--- config.mk ---
export PLATFORM = sky130hd
export DESIGN_NAME = counter_multi
export DESIGN_NICKNAME = d
export VERILOG_FILES = /design/src/rtl/counter_pkg.sv /design/src/rtl/counter_chan.sv /design/src/rtl/counter_multi.sv
export SDC_FILE = /design/constraint.sdc
export NUM_CORES = 1
export LEC_CHECK = 0
export ABC_AREA = 1
export BUFFER_PORTS_ARGS = -buffer_cell sky130_fd_sc_hd__buf_4
export CORE_MARGIN = 1.5
export CORE_UTILIZATION = 45
export CTS_CLUSTER_DIAMETER = 120
export DETAILED_ROUTE_END_ITERATION = 12
export PLACE_DENSITY = 0.66
export SYNTH_ARGS = -nofsm -noshare
export SYNTH_HDL_FRONTEND = slang
export SYNTH_SLANG_ARGS = --single-unit
export TNS_END_PERCENT = 5
--- constraint.sdc ---
create_clock -name clk -period 2 [get_ports clk]
set_clock_uncertainty 0.15 [all_clocks]
set_input_delay 0.1 -clock clk [delete_from_list [all_inputs] [get_ports clk]]
set_output_delay 0.1 -clock clk [all_outputs]
set_load 0.02 [all_outputs]
--- src/rtl/counter_pkg.sv ---
// Shared types and constants for the multi-channel counter.
//   cnt_mode_e : wrap / saturate selector encoding
//   DIR_UP/DOWN: per-channel direction encoding
//   calc_ch_w  : channel-index width for a given channel count (minimum 1)
package counter_pkg;

    typedef enum logic {
        MODE_WRAP = 1'b0,
        MODE_SAT  = 1'b1
    } cnt_mode_e;

    localparam logic DIR_UP   = 1'b0;
    localparam logic DIR_DOWN = 1'b1;

    // Width needed to index nch channels; a single channel still gets one bit.
    function automatic int unsigned calc_ch_w(input int unsigned nch);
        return (nch > 32'd1) ? 32'($clog2(nch)) : 32'd1;
    endfunction

endpackage : counter_pkg

--- src/rtl/counter_chan.sv ---
// One counter channel: count register, terminal-count pulse, sticky overflow.
// Saturate support is compiled in only when COUNTER_SAT_EN is defined;
// otherwise the channel always wraps and mode is ignored.
// Ports:
//   clk, reset_n : clock, async active-low reset
//   clr          : synchronous clear of the count (highest priority)
//   load         : load strobe already decoded for this channel
//   load_val     : value to load
//   cnt_en, dir  : step enable and direction (0 up, 1 down)
//   limit        : terminal value, count range 0..limit
//   mode         : 0 wrap, 1 saturate
//   ovf_clr      : clears the sticky overflow flag
//   cnt_val      : registered count
//   tc           : registered terminal-count pulse
//   ovf          : registered sticky overflow flag
module counter_chan
    import counter_pkg::*;
#(
    parameter int unsigned WIDTH = 4
) (
    input  logic             clk,
    input  logic             reset_n,
    input  logic             clr,
    input  logic             load,
    input  logic [WIDTH-1:0] load_val,
    input  logic             cnt_en,
    input  logic             dir,
    input  logic [WIDTH-1:0] limit,
    input  logic             mode,
    input  logic             ovf_clr,
    output logic [WIDTH-1:0] cnt_val,
    output logic             tc,
    output logic             ovf
);

    logic [WIDTH-1:0] cnt_q;
    logic [WIDTH-1:0] cnt_nxt;
    logic             tc_q;
    logic             ovf_q;
    logic             term;
    logic             sat;

`ifdef COUNTER_SAT_EN
    assign sat = (cnt_mode_e'(mode) == MODE_SAT);
`else
    logic unused_mode;
    assign unused_mode = mode;
    assign sat         = 1'b0;
`endif

    // Next count and terminal-event detection; clr > load > step > hold.
    always_comb begin
        cnt_nxt = cnt_q;
        term    = 1'b0;
        if (clr) begin
            cnt_nxt = '0;
        end else if (load) begin
            cnt_nxt = load_val;
        end else if (cnt_en) begin
            if (dir == DIR_UP) begin
                // >= so a count above limit (loaded or left by a limit change)
                // terminates on its next up step.
                if (cnt_q >= limit) begin
                    term    = 1'b1;
                    cnt_nxt = sat ? limit : '0;
                end else begin
                    cnt_nxt = cnt_q + WIDTH'(1);
                end
            end else begin
                if (cnt_q == '0) begin
                    term    = 1'b1;
                    cnt_nxt = sat ? '0 : limit;
                end else begin
                    cnt_nxt = cnt_q - WIDTH'(1);
                end
            end
        end
    end

    // State registers; a terminal event beats ovf_clr in the same cycle.
    always_ff @(posedge clk or negedge reset_n) begin
        if (!reset_n) begin
            cnt_q <= '0;
            tc_q  <= 1'b0;
            ovf_q <= 1'b0;
        end else begin
            cnt_q <= cnt_nxt;
            tc_q  <= term;
            if (term) begin
                ovf_q <= 1'b1;
            end else if (ovf_clr) begin
                ovf_q <= 1'b0;
            end
        end
    end

    assign cnt_val = cnt_q;
    assign tc      = tc_q;
    assign ovf     = ovf_q;

endmodule : counter_chan

--- src/rtl/counter_multi.sv ---
// NCH independent up/down counters sharing one limit and mode setting.
// Optional saturate mode is enabled by defining COUNTER_SAT_EN; without it
// every channel wraps and mode is ignored.
// Ports:
//   clk, reset_n      : clock, async active-low reset
//   clr               : synchronous clear of all counts
//   cnt_en[NCH], dir  : per-channel enable and direction (0 up, 1 down)
//   limit             : shared terminal value
//   mode              : 0 wrap, 1 saturate
//   load, load_ch,
//   load_val          : load load_val into channel load_ch (ignored if >= NCH)
//   ovf_clr[NCH]      : per-channel sticky-overflow clear
//   cnt_val           : packed counts, channel k at [k*WIDTH +: WIDTH]
//   tc[NCH]           : registered terminal-count pulses
//   ovf[NCH]          : sticky overflow flags
module counter_multi
    import counter_pkg::*;
#(
    parameter  int unsigned WIDTH = 4,
    parameter  int unsigned NCH   = 2,
    localparam int unsigned CH_W  = calc_ch_w(NCH)
) (
    input  logic                 clk,
    input  logic                 reset_n,
    input  logic                 clr,
    input  logic [NCH-1:0]       cnt_en,
    input  logic [NCH-1:0]       dir,
    input  logic [WIDTH-1:0]     limit,
    input  logic                 mode,
    input  logic                 load,
    input  logic [CH_W-1:0]      load_ch,
    input  logic [WIDTH-1:0]     load_val,
    input  logic [NCH-1:0]       ovf_clr,
    output logic [NCH*WIDTH-1:0] cnt_val,
    output logic [NCH-1:0]       tc,
    output logic [NCH-1:0]       ovf
);

    for (genvar k = 0; k < NCH; k++) begin : g_chan
        // Only indices 0..NCH-1 can match, so out-of-range load_ch loads nothing.
        logic load_k;
        assign load_k = load && (load_ch == CH_W'(k));

        counter_chan #(
            .WIDTH (WIDTH)
        ) u_chan (
            .clk      (clk),
            .reset_n  (reset_n),
            .clr      (clr),
            .load     (load_k),
            .load_val (load_val),
            .cnt_en   (cnt_en[k]),
            .dir      (dir[k]),
            .limit    (limit),
            .mode     (mode),
            .ovf_clr  (ovf_clr[k]),
            .cnt_val  (cnt_val[k*WIDTH +: WIDTH]),
            .tc       (tc[k]),
            .ovf      (ovf[k])
        );
    end

endmodule : counter_multi

==> impl_metrics.json, run 1 <==
{
  "period_share": 0.879,
  "gp_congestion": 0.876,
  "cts_tree": "built",
  "multiInputGateArea_um2": 791,
  "drtIter0Drc": 48,
  "ioPinCount": 32,
  "place_area_mm2": 0.00149,
  "port_buffers": 30,
  "placement_rows": 19,
  "drive_gt1_frac": 0.178,
  "total_power_mw": 0.947,
  "grt_antenna_before_repair": 0,
  "synth_top_family_by_area": "simple AND/OR/NAND/NOR gates",
  "power.density_mw_per_mm2": 614,
  "synth_compound_area_frac": 0.0959,
  "ys_warn_count": 0,
  "drt_wl_total_mm": 2.81,
  "netlist_area_mm2": 0.00128,
  "cp_slowest_cell": "dfrtp_1",
  "initial_core_util": 0.468,
  "slew_violations": 0,
  "startpoint_type": "register",
  "fmax_mhz": 569,
  "pre_cts_ws_ns": 0.166,
  "swShare": 0.425,
  "fin_cells": 261,
  "timing_hold_violations_final": 0,
  "clk_pin_slew_worst_paths_ns": 0.07,
  "drt_pass1_iterations": 4,
  "path_cells": "inv_2 -> ha_1 -> inv_1 -> nand2_1 -> nand2_1 -> nand2_1 -> nand2_1 -> nand3_1 -> nand2_1 -> nand2_1 -> nand2_1 -> nand2_1 -> nand2_1",
  "worst-endpoint-required_ns": 2.00,
  "grt_pass1_vias": 1126,
  "clockBufferDepth": 2,
  "p_leak_nw": 0.958,
  "die-area_mm2": 0.00317,
  "comb_power_share": 0.517,
  "synth_xor_area_frac": 0.0205,
  "clockRootBuffer": "clkbuf_4",
  "fin_util": 0.564,
  "nNetsFinal": 266,
  "numCtsBuffers": 3,
  "worstSetupPathType": "reg -> reg",
  "diodes": 0,
  "final_area_mm2": 0.00154,
  "grt_max_degree": 13,
  "cp.arrival_ns": 1.76,
  "seq_area_um2": 300,
  "timing.hold.ws_ns": 0.0417,
  "final.setup.tns_ns": 0,
  "synthMuxAreaShare": 0,
  "rsz0062_at_grt": "false",
  "maxSlewHeadroom": 0.754,
  "cts.sinks": 12,
  "critPathMaxStageDelay_ns": 0.44,
  "core_mm2": 0.00273,
  "tightest_slew_ns": 0.368,
  "status": "complete, no violations",
  "die_x_um": 56.3,
  "ir_worst_vdd_uv": 503,
  "end_kind": "register",
  "grt_pass1_wl_mm": 4.63,
  "synth_cell_type_count": 21,
  "switchingPower_mw": 0.403,
  "place_inst": 255,
  "gr-total-overflow": 0,
  "worst-path-max-fanout": 7,
  "crit_buf_inv": 2,
  "seq_power_share": 0.338,
  "holdCritPathClass": "in -> reg",
  "crit_family": "simple AND/OR/NAND/NOR gates",
  "clk-insertion-delay-late_ns": 0.26,
  "place_hpwl_mm": 2.33,
  "fin_ws_ns": 0.242,
  "syn-num-nets": 234,
  "synth_seq_cells": 12,
  "yosysSeqAreaShare": 0.235,
  "routedWlPerCell_um": 10.8,
  "max-cap-violations": 0,
  "setup_viol_count_final": 0,
  "die_h_um": 56.3,
  "synthSimpleGateAreaFrac": 0.365,
  "synthAdderAreaFrac": 0.137,
  "syn_inst": 200,
  "ant_nets": 0,
  "postSynthAreaPerCell_um2": 6.39,
  "clkPwrFrac": 0.146,
  "vias_per_cell": 4.93,
  "intPower_mw": 0.544,
  "dr_total_vias": 1287,
  "fillers": 262,
  "min_period_ns": 1.76,
  "grt.total_usage": 0.181,
  "crit_top_cell": "nand2_1",
  "htree_levels": 1,
  "drc": 0,
  "area_growth_pct": 20.6
}
sequential cells by signal, summed over array words and instances (netlist names):
| register | cells |
|---|---|
| g_chan.u_chan.cnt_val | 8 |
| g_chan.u_chan.ovf | 2 |
| g_chan.u_chan.tc | 2 |
tightest hold or removal path, cell delays in order:
cell	delay, ns
buf_4	0.11
a21oi_1	0.06
nand2_1	0.09
inv_1	0.05
power by group through the flow:
stage	logic (mW)	clock network (mW)	registers, mW
2_1_floorplan	0.335	0	0.336
3_3_place_gp	0.475	0	0.321
3_5_place_dp	0.486	0	0.323
4_1_cts	0.493	0.145	0.319
5_1_grt	0.564	0.152	0.326
6_report	0.489	0.138	0.320
cells in the mapped netlist (all sizes together):
cell,number,area (µm²)
ha,14,175
nor2,3,11.3
nand4,6,37.5
nand2,74,283
o21ai,7,35.0
or2,2,12.5
o211ai,3,22.5
dfrtp,12,300
buf,6,52.6
xor2,2,17.5
a21oi,13,65.1
nand3,21,123
inv,36,135
xnor2,1,8.76
final cells by class:
cell class,count,area share
clock buffers,3,0.0146
inverters,36,0.0876
multi-input cells,146,0.513
flip-flops and latches,12,0.195
well taps,31,0.0251
repair buffers,33,0.165
metal layers:
metal | global-route usage | vias up | part of all wire
met5 | 0 | - | 0
met4 | 0.0714 | 0 | 0.014
met3 | 0.0115 | 4 | 0.042
met2 | 0.289 | 31 | 0.43
met1 | 0.255 | 562 | 0.51
li1 | - | 690 | -
what timing repair did:
action	4_1_cts	5_1_grt
gates resized for setup	0	2
hold endpoints to repair	14	0
setup endpoints to repair	0	7
setup buffers	0	0
hold buffers	3	0
layout by cell type, fill, tap and decap left out, types with 3 or more instances in the layout:
cell and instances:
a21oi_1 13, nand4_1 6, ha_1 14, dfrtp_1 12, inv_1 32, o21ai_0 5
o211ai_1 3, inv_2 4, nor2_1 3, clkbuf_4 3, nand2_1 72, nand3_1 19
buf_4 30, dlygate4sd3_1 3
kinds of logic after synthesis:
logic type | after synthesis
and+or+nand+nor | 106
xor gates and xnor gates | 3
adders and majority gates | 14
DFF | 12
buffers and inverters | 42
AOI/OAI and AO/OA | 23
final timing paths:
path	startpoint	to	slack, ns	cells past startpoint
worst max-delay path	g_chan[1].u_chan.cnt_val[0]	g_chan[1].u_chan.cnt_val[1]	0.24	13
worst min-delay path	dir[0]	g_chan[0].u_chan.tc	0.04	4
worst max register to register	g_chan[1].u_chan.cnt_val[0]	g_chan[1].u_chan.cnt_val[1]	0.24	13
worst min register to register	g_chan[1].u_chan.ovf	g_chan[1].u_chan.ovf	0.38	2
max in group asynchronous	reset_n	g_chan[0].u_chan.cnt_val[1]	1.49	2
min in group asynchronous	reset_n	g_chan[1].u_chan.ovf	0.05	2
Power figures use the tool's default switching activity.
==> inputs of run 2 (changes only) <==
--- a/config.mk
+++ b/config.mk
@@ -6,5 +6,5 @@
 export NUM_CORES = 1
 export LEC_CHECK = 0
-export ABC_AREA = 1
+export ABC_AREA = 0
 export BUFFER_PORTS_ARGS = -buffer_cell sky130_fd_sc_hd__buf_4
 export CORE_MARGIN = 1.5
@@ -12,5 +12,5 @@
 export CTS_CLUSTER_DIAMETER = 120
 export DETAILED_ROUTE_END_ITERATION = 12
-export PLACE_DENSITY = 0.66
+export PLACE_DENSITY = 0.67
 export SYNTH_ARGS = -nofsm -noshare
 export SYNTH_HDL_FRONTEND = slang
==> constraint.sdc (replaced) <==
create_clock -name clk -period 2 [get_ports clk]
set_clock_uncertainty 0.15 [all_clocks]
set_input_delay 0.6 -clock clk [delete_from_list [all_inputs] [get_ports clk]]
set_output_delay 0.6 -clock clk [all_outputs]
set_load 0.02 [all_outputs]
==> run 2 against run 1 <==
Effect of this change:
- the flow now finishes with violations (setup timing)
- critical path depth is 6 lower
- sequential share of layout area decreased by 1.7 points
- core utilization up 11 points
- maximum frequency down 13%
- critical endpoint unchanged
- largest cell class unchanged
==> impl_metrics.json, run 2 <==
{
  "status": "complete, but fails checks",
  "violations": "setup timing",
  "ioPinCount": 32,
  "placement_rows": 18,
  "slew_violations": 0,
  "total_power_mw": 0.975,
  "mostFrequentLayoutCells": "buf_4 (50), nand2_1 (14), ha_1 (12)",
  "rrSetupSlack_ns": -0.02,
  "gr-total-overflow": 0,
  "yosysSeqAreaShare": 0.251,
  "largest_reg_flops": 8,
  "clkPwrFrac": 0.200,
  "synth-edff-count": 0,
  "worstSetupPathType": "in -> reg",
  "synth_seq_cells": 12,
  "nNetsFinal": 224,
  "clockRootBuffer": "clkbuf_4",
  "place_area_mm2": 0.00164,
  "ff2ff_path_depth": 7,
  "netlist.area_leader.share": 0.251,
  "startpoint_type": "input port",
  "intPower_mw": 0.620,
  "cp.arrival_ns": 2.05,
  "top_layer": "met4",
  "initial_core_util": 0.479,
  "fin_ws_ns": -0.0300,
  "max-cap-violations": 0,
  "maxSlewHeadroom": 0.792,
  "period_share": 1.02,
  "vias_per_cell": 5.71,
  "setup_viol_count_final": 1,
  "synth.largest_area_cell": "dfrtp_1",
  "ys.flop_type": "dfrtp_1",
  "worst-endpoint-required_ns": 2.02,
  "htree_levels": 1,
  "timing.hold.ws_ns": 0.000643,
  "syn-num-nets": 179,
  "tightest_slew_ns": 0.312,
  "swShare": 0.364,
  "end_kind": "register",
  "clk_pin_slew_worst_paths_ns": 0.08,
  "switchingPower_mw": 0.355,
  "cts.sinks": 12,
  "drt_wl_total_mm": 3.20,
  "drive_gt1_frac": 0.386,
  "min_period_ns": 2.03,
  "core_mm2": 0.00250,
  "holdCritPathClass": "in -> async",
  "clk-insertion-delay-late_ns": 0.27,
  "grt_pass1_vias": 1182,
  "grt_pass1_wl_mm": 5.06,
  "final_area_mm2": 0.00169,
  "fillers": 180,
  "synth_cell_type_count": 43,
  "final_common_cell": "buf_4",
  "wl_met3_um": 180,
  "postSynthAreaPerCell_um2": 8.27,
  "cts_tree": "built",
  "area_growth_pct": 41.3,
  "clockBufferDepth": 2,
  "drt_pass1_iterations": 4,
  "drtIter0Drc": 49,
  "grt_max_degree": 13,
  "cts_setup_buffers": 0,
  "fmax_mhz": 493,
  "gp_congestion": 0.838,
  "power.density_mw_per_mm2": 575,
  "timing_hold_violations_final": 0,
  "multiInputGateArea_um2": 871,
  "synth_common_cells": "ha_1 (14), nand2_1 (14), inv_1 (13)",
  "routedWlPerCell_um": 14.6,
  "worst-path-max-fanout": 4,
  "rsz0062_at_grt": "true",
  "grt.total_usage": 0.234,
  "die_h_um": 54.6,
  "wl_met1_mm": 1.48,
  "dr_wl_met2_mm": 1.50,
  "synth-async-reset-ratio": 1.00,
  "syn_inst": 145,
  "place_hpwl_mm": 2.51,
  "port_buffers": 30,
  "ant_nets": 0,
  "p_leak_nw": 0.820,
  "die-area_mm2": 0.00298,
  "drc": 0,
  "seq_power_share": 0.287,
  "diodes": 0,
  "ir_worst_vdd_uv": 537,
  "die_x_um": 54.6,
  "grt_antenna_before_repair": 0,
  "numCtsBuffers": 3,
  "dr_total_vias": 1251,
  "ys_warn_count": 0,
  "netlist_area_mm2": 0.00120,
  "comb_power_share": 0.513,
  "synthTopCellsByArea": "dfrtp_1 (25%), ha_1 (15%), nand2_1 (4.4%), inv_1 (4.1%), o21ai_0 (3.8%)",
  "seq_area_um2": 302
}
==> run 2: cell types whose count changed in the layout (fill, tap and decap cells not counted), moves of 3 or more <==
| cell | previous run | this run |
|---|---|---|
| inv_1 | 32 | 10 |
| buf_4 | 30 | 50 |
| nand2_1 | 72 | 14 |
| nand3_1 | 19 | 3 |
| nand4_1 | 6 | 0 |
| dlygate4sd3_1 | 3 | 0 |
| nor2_1 | 3 | 8 |
| nor3b_1 | 0 | 3 |
| nor2b_1 | 0 | 4 |
| a21oi_1 | 13 | 4 |
| o311a_1 | 0 | 3 |
==> run 2: final cells by class <==
type                       instances  share of cell area
sequential                        12               0.178
timing repair buffer              51               0.228
clock buffer                       4              0.0214
inverter                          13              0.0362
tap                               30              0.0222
multi-input combinational        109               0.514
==> run 2: metal layers <==
| layer | up-vias | GRT usage |
|---|---|---|
| met2 | 50 | 0.379 |
| met5 | - | 0 |
| met1 | 580 | 0.325 |
| met4 | 0 | 0.0667 |
| met3 | 8 | 0.0273 |
| li1 | 613 | - |
==> run 2: path summary, 6_finish.rpt <==
path / startpoint / end
max: limit[0] / g_chan[1].u_chan.cnt_val[1]
min: reset_n / g_chan[0].u_chan.cnt_val[2]
max reg2reg: g_chan[1].u_chan.cnt_val[0] / g_chan[1].u_chan.cnt_val[1]
min reg2reg: g_chan[1].u_chan.ovf / g_chan[1].u_chan.ovf
max in group asynchronous: reset_n / g_chan[1].u_chan.cnt_val[0]
min in group clk: g_chan[1].u_chan.ovf / g_chan[1].u_chan.ovf
==> run 2: cell families (layout without fill, tap and decap cells) <==
family | Yosys count | count (layout) | share of synthesized area
xor+xnor | 4 | 4 | 0.0292
compound gates | 45 | 45 | 0.288
buf+inv | 24 | 68 | 0.0887
fa+ha+maj | 14 | 14 | 0.146
flops | 12 | 12 | 0.251
simple gates | 46 | 46 | 0.197
==> run 2: critical path, stage by stage <==
cell and delay, ns:
buf_4 0.11, ha_1 0.27, nand2b_4 0.15, a2111oi_4 0.34, nor2_2 0.09, o311a_1 0.35, o32ai_1 0.13
==> run 2: stage by stage <==
step,worst slack (ns),util,cells,TNS [ns]
after floorplan,-0.0894,-,145,-0.397
after global placement,-0.287,0.656,215,-2.39
after detailed placement,-0.300,0.656,215,-2.51
after CTS,-0.00847,0.672,219,-0.00847
after global routing,-0.0791,0.678,219,-0.243
final,-0.0300,0.678,219,-0.0300
==> run 2: repair_timing <==
action,4_1_cts,5_1_grt
gates cloned,0,0
hold buffers,0,0
endpoints found under the setup margin,2,9
gates resized for setup,2,3
pin swaps,0,1
==> run 2: power groups by stage <==
stage          Clock, mW  Combinational, mW  Sequential [mW]
2_1_floorplan          0              0.279            0.311
3_3_place_gp           0              0.472            0.283
3_5_place_dp           0              0.485            0.284
4_1_cts            0.195              0.489            0.279
5_1_grt            0.205              0.550            0.282
6_report           0.195              0.500            0.280
